**src/rtl/rv32_mem_pkg.sv**
```systemverilog
// rv32_mem_pkg
//   Shared types and constants for the RV32 memory-access stage:
//   access width encoding, stage state encoding and store lane masks.
package rv32_mem_pkg;

    typedef enum logic [1:0] {
        BYTE = 2'd0,
        HALF = 2'd1,
        WORD = 2'd2
    } mem_width_t;

    typedef enum logic {
        IDLE = 1'b0,
        BUS  = 1'b1
    } state_t;

    localparam logic [3:0] MASK_BYTE = 4'b0001;
    localparam logic [3:0] MASK_HALF = 4'b0011;
    localparam logic [3:0] MASK_WORD = 4'b1111;

endpackage

```
**src/rtl/rv32_mem_align.sv**
```systemverilog
// rv32_mem_align
//   Combinational load formatting: picks the addressed byte/half lane out of
//   the 32-bit bus word and sign- or zero-extends it. Word loads (and the
//   unused width code 3) pass the bus word through unchanged.
// Ports:
//   rdata  in  32  raw bus read data
//   width  in  2   access width (BYTE/HALF/WORD, 3 treated as WORD)
//   lane   in  2   low address bits of the access
//   zext   in  1   1 = zero-extend, 0 = sign-extend
//   value  out 32  aligned, extended load value
module rv32_mem_align
    import rv32_mem_pkg::*;
(
    input  logic [31:0] rdata,
    input  logic [1:0]  width,
    input  logic [1:0]  lane,
    input  logic        zext,
    output logic [31:0] value
);

    logic [7:0]  byte_sel;
    logic [15:0] half_sel;

    always_comb begin
        byte_sel = rdata[{lane, 3'b000} +: 8];
        half_sel = lane[1] ? rdata[31:16] : rdata[15:0];
        value    = rdata;
        if (width == BYTE) begin
            value = {{24{~zext & byte_sel[7]}}, byte_sel};
        end else if (width == HALF) begin
            value = {{16{~zext & half_sel[15]}}, half_sel};
        end
    end

endmodule

```
**src/rtl/rv32_mem.sv**
```systemverilog
// rv32_mem
//   RV32 memory-access stage. Non-memory instructions flow to writeback in one
//   cycle. Loads/stores are issued on a single-port data bus and held until
//   data_ready_in (or until WAIT_LIMIT BUS cycles elapse, raising a bus error);
//   upstream is stalled while an access is outstanding.
//   Optional build macro RV32_MISALIGN_TRAP_EN: misaligned half/word accesses
//   are not issued and pulse trap_out instead.
// Ports:
//   clk, reset_n                 clock, async active-low reset
//   mem_*_in, rd_*_in            request from execute (result_in = address)
//   rs2_value_in                 store data
//   stall_out                    access outstanding, hold inputs
//   data_*_out / data_*_in       data bus (word address, strobes, mask, data, ready)
//   bus_error_out                one-cycle pulse on abandoned access
//   rd_out, rd_writeback_out,
//   rd_value_out                 registered writeback interface
//   trap_out                     misalignment pulse (only with RV32_MISALIGN_TRAP_EN)
module rv32_mem
    import rv32_mem_pkg::*;
#(
    parameter int WAIT_LIMIT = 255
) (
    input  logic        clk,
    input  logic        reset_n,
    input  logic        mem_read_en_in,
    input  logic        mem_write_en_in,
    input  logic [1:0]  mem_width_in,
    input  logic        mem_zero_extend_in,
    input  logic [4:0]  rd_in,
    input  logic        rd_writeback_in,
    input  logic [31:0] result_in,
    input  logic [31:0] rs2_value_in,
    output logic        stall_out,
    output logic [31:0] data_address_out,
    output logic        data_read_out,
    output logic        data_write_out,
    output logic [3:0]  data_write_mask_out,
    output logic [31:0] data_write_value_out,
    input  logic [31:0] data_read_value_in,
    input  logic        data_ready_in,
    output logic        bus_error_out,
    output logic [4:0]  rd_out,
    output logic        rd_writeback_out,
    output logic [31:0] rd_value_out
`ifdef RV32_MISALIGN_TRAP_EN
    ,
    output logic        trap_out
`endif
);

    state_t      state_q, state_d;
    logic [31:0] wait_cnt;
    logic [4:0]  req_rd;
    logic        req_wb, req_load, req_zext;
    logic [1:0]  req_width, req_lane;
    logic        is_mem, issue, complete, timeout;
    logic [3:0]  st_mask;
    logic [31:0] st_data, ld_value;
`ifdef RV32_MISALIGN_TRAP_EN
    logic        misaligned, trap;
`endif

    assign is_mem    = mem_read_en_in | mem_write_en_in;
    assign stall_out = (state_q != IDLE);

    // Store lane formatting: data is replicated so every enabled lane sees it.
    always_comb begin
        st_mask = MASK_WORD;
        st_data = rs2_value_in;
        if (mem_width_in == BYTE) begin
            st_mask = MASK_BYTE << result_in[1:0];
            st_data = {4{rs2_value_in[7:0]}};
        end else if (mem_width_in == HALF) begin
            st_mask = MASK_HALF << {result_in[1], 1'b0};
            st_data = {2{rs2_value_in[15:0]}};
        end
    end

`ifdef RV32_MISALIGN_TRAP_EN
    assign misaligned = ((mem_width_in == HALF) && result_in[0]) ||
                        ((mem_width_in != BYTE) && (mem_width_in != HALF) &&
                         (result_in[1:0] != 2'b00));
`endif

    always_comb begin
        state_d  = state_q;
        issue    = 1'b0;
        complete = 1'b0;
        timeout  = 1'b0;
`ifdef RV32_MISALIGN_TRAP_EN
        trap     = 1'b0;
`endif
        case (state_q)
            IDLE: begin
                if (is_mem) begin
`ifdef RV32_MISALIGN_TRAP_EN
                    if (misaligned) begin
                        trap = 1'b1;
                    end else begin
                        issue   = 1'b1;
                        state_d = BUS;
                    end
`else
                    issue   = 1'b1;
                    state_d = BUS;
`endif
                end
            end
            BUS: begin
                if (data_ready_in) begin
                    complete = 1'b1;
                    state_d  = IDLE;
                end else if ((WAIT_LIMIT != 0) && (wait_cnt == 32'(WAIT_LIMIT - 1))) begin
                    timeout = 1'b1;
                    state_d = IDLE;
                end
            end
            default: state_d = IDLE;
        endcase
    end

    always_ff @(posedge clk or negedge reset_n) begin
        if (!reset_n) begin
            state_q <= IDLE;
        end else begin
            state_q <= state_d;
        end
    end

    rv32_mem_align u_align (
        .rdata (data_read_value_in),
        .width (req_width),
        .lane  (req_lane),
        .zext  (req_zext),
        .value (ld_value)
    );

    always_ff @(posedge clk or negedge reset_n) begin
        if (!reset_n) begin
            wait_cnt             <= '0;
            req_rd               <= '0;
            req_wb               <= 1'b0;
            req_load             <= 1'b0;
            req_zext             <= 1'b0;
            req_width            <= '0;
            req_lane             <= '0;
            data_address_out     <= '0;
            data_read_out        <= 1'b0;
            data_write_out       <= 1'b0;
            data_write_mask_out  <= '0;
            data_write_value_out <= '0;
            bus_error_out        <= 1'b0;
            rd_out               <= '0;
            rd_writeback_out     <= 1'b0;
            rd_value_out         <= '0;
`ifdef RV32_MISALIGN_TRAP_EN
            trap_out             <= 1'b0;
`endif
        end else begin
            bus_error_out <= 1'b0;
`ifdef RV32_MISALIGN_TRAP_EN
            trap_out      <= 1'b0;
`endif
            if (state_q == BUS && !data_ready_in) begin
                wait_cnt <= wait_cnt + 32'd1;
            end

            if (issue) begin
                // A request with both enables set is a store.
                wait_cnt             <= '0;
                req_rd               <= rd_in;
                req_wb               <= rd_writeback_in;
                req_load             <= ~mem_write_en_in;
                req_zext             <= mem_zero_extend_in;
                req_width            <= mem_width_in;
                req_lane             <= result_in[1:0];
                data_address_out     <= {result_in[31:2], 2'b00};
                data_read_out        <= ~mem_write_en_in;
                data_write_out       <= mem_write_en_in;
                data_write_mask_out  <= mem_write_en_in ? st_mask : 4'b0000;
                data_write_value_out <= mem_write_en_in ? st_data : 32'd0;
                rd_out               <= rd_in;
                rd_writeback_out     <= 1'b0;
            end else if (state_q == IDLE) begin
`ifdef RV32_MISALIGN_TRAP_EN
                if (trap) begin
                    trap_out         <= 1'b1;
                    rd_out           <= rd_in;
                    rd_writeback_out <= 1'b0;
                end else
`endif
                begin
                    rd_out           <= rd_in;
                    rd_writeback_out <= rd_writeback_in & (rd_in != 5'd0);
                    rd_value_out     <= result_in;
                end
            end else if (complete || timeout) begin
                data_read_out    <= 1'b0;
                data_write_out   <= 1'b0;
                rd_writeback_out <= 1'b0;
                if (timeout) begin
                    bus_error_out <= 1'b1;
                end else if (req_load) begin
                    rd_value_out     <= ld_value;
                    rd_writeback_out <= req_wb & (req_rd != 5'd0);
                end
            end
        end
    end

endmodule

```
**config.mk**
```make
export PLATFORM = sky130hd
export DESIGN_NAME = rv32_mem
export DESIGN_NICKNAME = d
export VERILOG_FILES = /design/src/rtl/rv32_mem_pkg.sv /design/src/rtl/rv32_mem_align.sv /design/src/rtl/rv32_mem.sv
export SDC_FILE = /design/constraint.sdc
export NUM_CORES = 1
export LEC_CHECK = 0
export ABC_AREA = 1
export CORE_MARGIN = 3
export CORE_UTILIZATION = 54
export DETAILED_ROUTE_END_ITERATION = 8
export GPL_TIMING_DRIVEN = 1
export PLACE_DENSITY_LB_ADDON = 0.05
export RECOVER_POWER = 25
export SYNTH_ARGS = -nofsm -noshare
export SYNTH_HDL_FRONTEND = slang
export SYNTH_HIERARCHICAL = 1
export SYNTH_SLANG_ARGS = --single-unit
```
**constraint.sdc**
```tcl
create_clock -name clk -period 3.5 [get_ports clk]
set_clock_uncertainty 0.05 [all_clocks]
set_input_delay 0.525 -clock clk [delete_from_list [all_inputs] [get_ports clk]]
set_output_delay 0.525 -clock clk [all_outputs]
set_load 0.05 [all_outputs]
```
==> parameters.txt <==
Parameter                              Value

Placement
  RePlAce Congestion ... 0.9329
  Number of I/O port buffers ... 217
  Post-detailed-placement half-perimeter wirelength ... 17.81 mm
  Setup WS pre-CTS ... 0.9509 ns

Route
  Detailed-route DRC error count ... 0
  DR vias ... 8378
  Final antenna-violating net count ... 0
  Detailed Routing Iterations Pass 1 ... 5
  Routed WL ... 24.85 mm
  DR vias/cell ... 5.233
  Routed wire length per instance ... 15.52 microns
  DRT iter0 DRCs ... 871

GRT
  Vias in the first global route ... 8178
  Pin count of the biggest net entering global routing ... 86
  Total global routing overflow ... 0
  GRT Total Usage ... 29.01%
  Wire length of the first global-routing pass ... 41.30 mm
  Initial antenna violation count ... 0

Die
  Die footprint ... 17250 sq um
  DIE WIDTH ... 131.3 microns
  Starting density of the core ... 55.59%
  Core ar. ... 15260 sq um
  Count of pins on the block boundary ... 220
  Die outline height ... 131.3 microns
  Rows ... 45

STA
  Relative slew slack ... -18.41%
  Accumulated negative setup slack ... 0 ns
  Post-layout worst setup margin ... 0.7515 ns
  Unrepaired setup endpoints after global routing ... false
  Minimum clock period ... 2.749 ns
  Final setup violation count ... 0
  Final cycle utilization of the critical path ... 78.53%
  Number of hold violations in the final report ... 0
  Fmax ... 363.8 MHz
  Worst Tran Pin Value ... 1.776 ns
  Max-slew violation total from the final report ... 72

Layout
  Area Growth Syn to Fin ... 32.81%
  Ant. Diodes ... 0
  Total number of nets in the final design ... 1489
  Share of final-layout standard cells stronger than drive strength 1 ... 5.899%

Logic synthesis
  Number of synthesized register bits ... 152
  EDFF count, synth ... 0
  Mean Syn Cell Area ... 7.158 sq um
  Post-synthesis cell count ... 1185
  Most frequent cell after synthesis ... nand2_1
  Leading cell types by total area after synthesis ... dfrtp_1, nand2_1, o21ai_0
  Count of different cell masters after synthesis ... 43
  Cell type contributing the most total cell area after synthesis ... dfrtp_1
  Total number of yosys warnings ... 6
  Most common library cells after synthesis ... nand2_1, dfrtp_1, inv_1
  Dominant synthesized flop cell ... dfrtp_1
  Mapped cell area ... 8482 sq um
  Sequential cell area fraction in the yosys report ... 44.84%
  Share of flip-flops with an asynchronous set or reset ... 100.0%
  Area share of the leading cell type in the synthesized netlist ... 44.84%

CTS
  CTS Buf Count ... 17
  Root buffer cell ... clkbuf_16
  CTS sink count ... 152
  Number of setup buffers added after CTS ... 0
  Post-cts gate resize count ... 0
  Clock Tree Buf Depth ... 2
  Worst-Skew Late Latency ... 0.43 ns
  Clock transition at the register clock pins on the worst setup and hold paths after CTS ... 0.06 ns
  Number of buffers inserted for hold repair after clock tree synthesis ... 0
  TritonCTS clock tree ... done
  H-tree depth ... 4

Min path
  Number of cells on the worst hold path ... 2
  Kind of path behind the tightest hold check ... reg2reg

Run
  Max-Cap Viols ... 1

Critical path
  Startpoint type of the worst setup path ... flip-flop
  Reg2reg path depth ... 11
  Critical-path maximum fanout ... 36
  Cell-by-cell trace of the critical path ... clkdlybuf4s50_1
  Delay of the slowest critical-path stage ... 0.94 ns
  WP depth ... 1
  Slowest library cell on the worst path ... clkdlybuf4s50_1
  Top Family by Delay on Critical Path ... buffers and inverters
  Worst Setup End Kind ... primary output
  Required time at the endpoint of the critical path ... 2.92 ns
  Slack of the worst reg-to-reg path ... 1.17 ns
  Buffers and inverters on the worst path ... 1
  Data arrival time of the critical path ... 2.17 ns
  Crit path kind ... reg2out

Status
  Run status ... complete, but fails checks
  Violations in the final reports ... capacitance limit, slew limit

Power and ir drop
  Peak supply drop ... 0.4260 mV
  Static leakage ... 5.628 nW
  Pwr Density ... 633.2 nW/um^2
[registers in the layout, indices dropped and copies added (netlist names)]
| name | flops |
|---|---|
| stall_out | 1 |
| data_write_value_out | 32 |
| data_address_out | 30 |
| data_write_mask_out | 4 |
| data_read_out | 1 |
| req_load | 1 |
| rd_out | 5 |
| rd_value_out | 32 |
| req_width | 2 |
| bus_error_out | 1 |
| data_write_out | 1 |
| req_lane | 2 |
| rd_writeback_out | 1 |
| req_rd | 5 |
| req_zext | 1 |
| wait_cnt | 32 |
| req_wb | 1 |
[logic make-up (layout without fill, tap and decap cells)]
family | after synthesis | count (layout) | synth area share [%]
AND/OR/NAND/NOR | 638 | 638 | 32.53
buffers and inverters | 207 | 411 | 10.68
adder cells (fa/ha/maj) | 2 | 2 | 0.2950
XOR/XNOR | 3 | 3 | 0.3098
other | 1 | 2 | 0.04421
flip-flops | 152 | 152 | 44.84
AO/OA/AOI/OAI | 182 | 182 | 11.30
[area by class of cell]
type / instances / area (sq um)
clock buffer: 20 / 456.7
fill: 1224 / 3994
inverter: 151 / 569.3
timing repair buffer: 228 / 2242
multi-input combinational: 827 / 3789
clock inverter: 12 / 138.9
sequential: 152 / 3805
tap: 211 / 264.0
[cell usage in the layout (no fill, tap or decap), types with 3 or more instances in the layout]
master / netlist / final
inv_6: 0 / 5
nand2_4: 5 / 6
nand3_1: 85 / 85
nor2_8: 3 / 3
and3_1: 3 / 3
nand3_2: 3 / 3
nand2_2: 9 / 8
a21oi_1: 25 / 25
inv_2: 6 / 6
clkbuf_16: 0 / 17
nor2_4: 4 / 4
buf_4: 8 / 9
a221oi_1: 8 / 8
nor3_1: 10 / 10
o21ai_0: 141 / 141
nand2_1: 415 / 415
nand4_1: 9 / 9
nor2_2: 3 / 3
clkdlybuf4s50_1: 0 / 216
dfrtp_1: 152 / 151
clkbuf_1: 23 / 3
inv_1: 143 / 143
nor2_1: 83 / 83
[layer usage]
metal / share of wire, % / vias up / wire length (microns) / GRT usage (%)
met3: 8.1 / 43 / 2013 / 6.891
met5: 0 / - / 0 / 0
met4: 2.2 / 0 / 542 / 10.33
met2: 45 / 347 / 11110 / 44.44
li1: - / 4104 / - / -
met1: 45 / 3884 / 11190 / 40.61
[where the power goes]
part           switching (mW)  leakage, nW  internal (mW)  total [mW]
sequential              0.270         1.96           2.10        2.37
clock                   0.770        0.292           1.10        1.87
combinational            1.96         3.38          0.939        2.90
[path summary, 6_finish.rpt]
kind	from	endpoint
max in group asynchronous	reset_n	data_write_value_out[21]$_DFFE_PN0P_
hold / removal	rd_value_out[6]$_DFFE_PN0P_	rd_value_out[6]$_DFFE_PN0P_
setup / recovery	stall_out$_DFF_PN0_	stall_out
min in group asynchronous	reset_n	wait_cnt[22]$_DFFE_PN0P_
setup reg to reg	wait_cnt[0]$_DFFE_PN0P_	rd_value_out[17]$_DFFE_PN0P_
hold reg to reg	rd_value_out[6]$_DFFE_PN0P_	rd_value_out[6]$_DFFE_PN0P_
[stage by stage]
stage                     power, mW  hold WS (ns)  instance area [sq um]  std cells  utilization [%]
after floorplan               4.261        0.1794                   8486       1186                -
after global placement        5.239        0.4055                  10680       1569            70.01
after detailed placement      5.270        0.4084                  10680       1569            70.01
after CTS                     7.150       0.06800                  11280       1601            73.92
after global routing          7.475        0.4544                  11260       1601            73.83
final                         7.133        0.4241                  11260       1601            73.83
(Power assumes the default switching activity.)
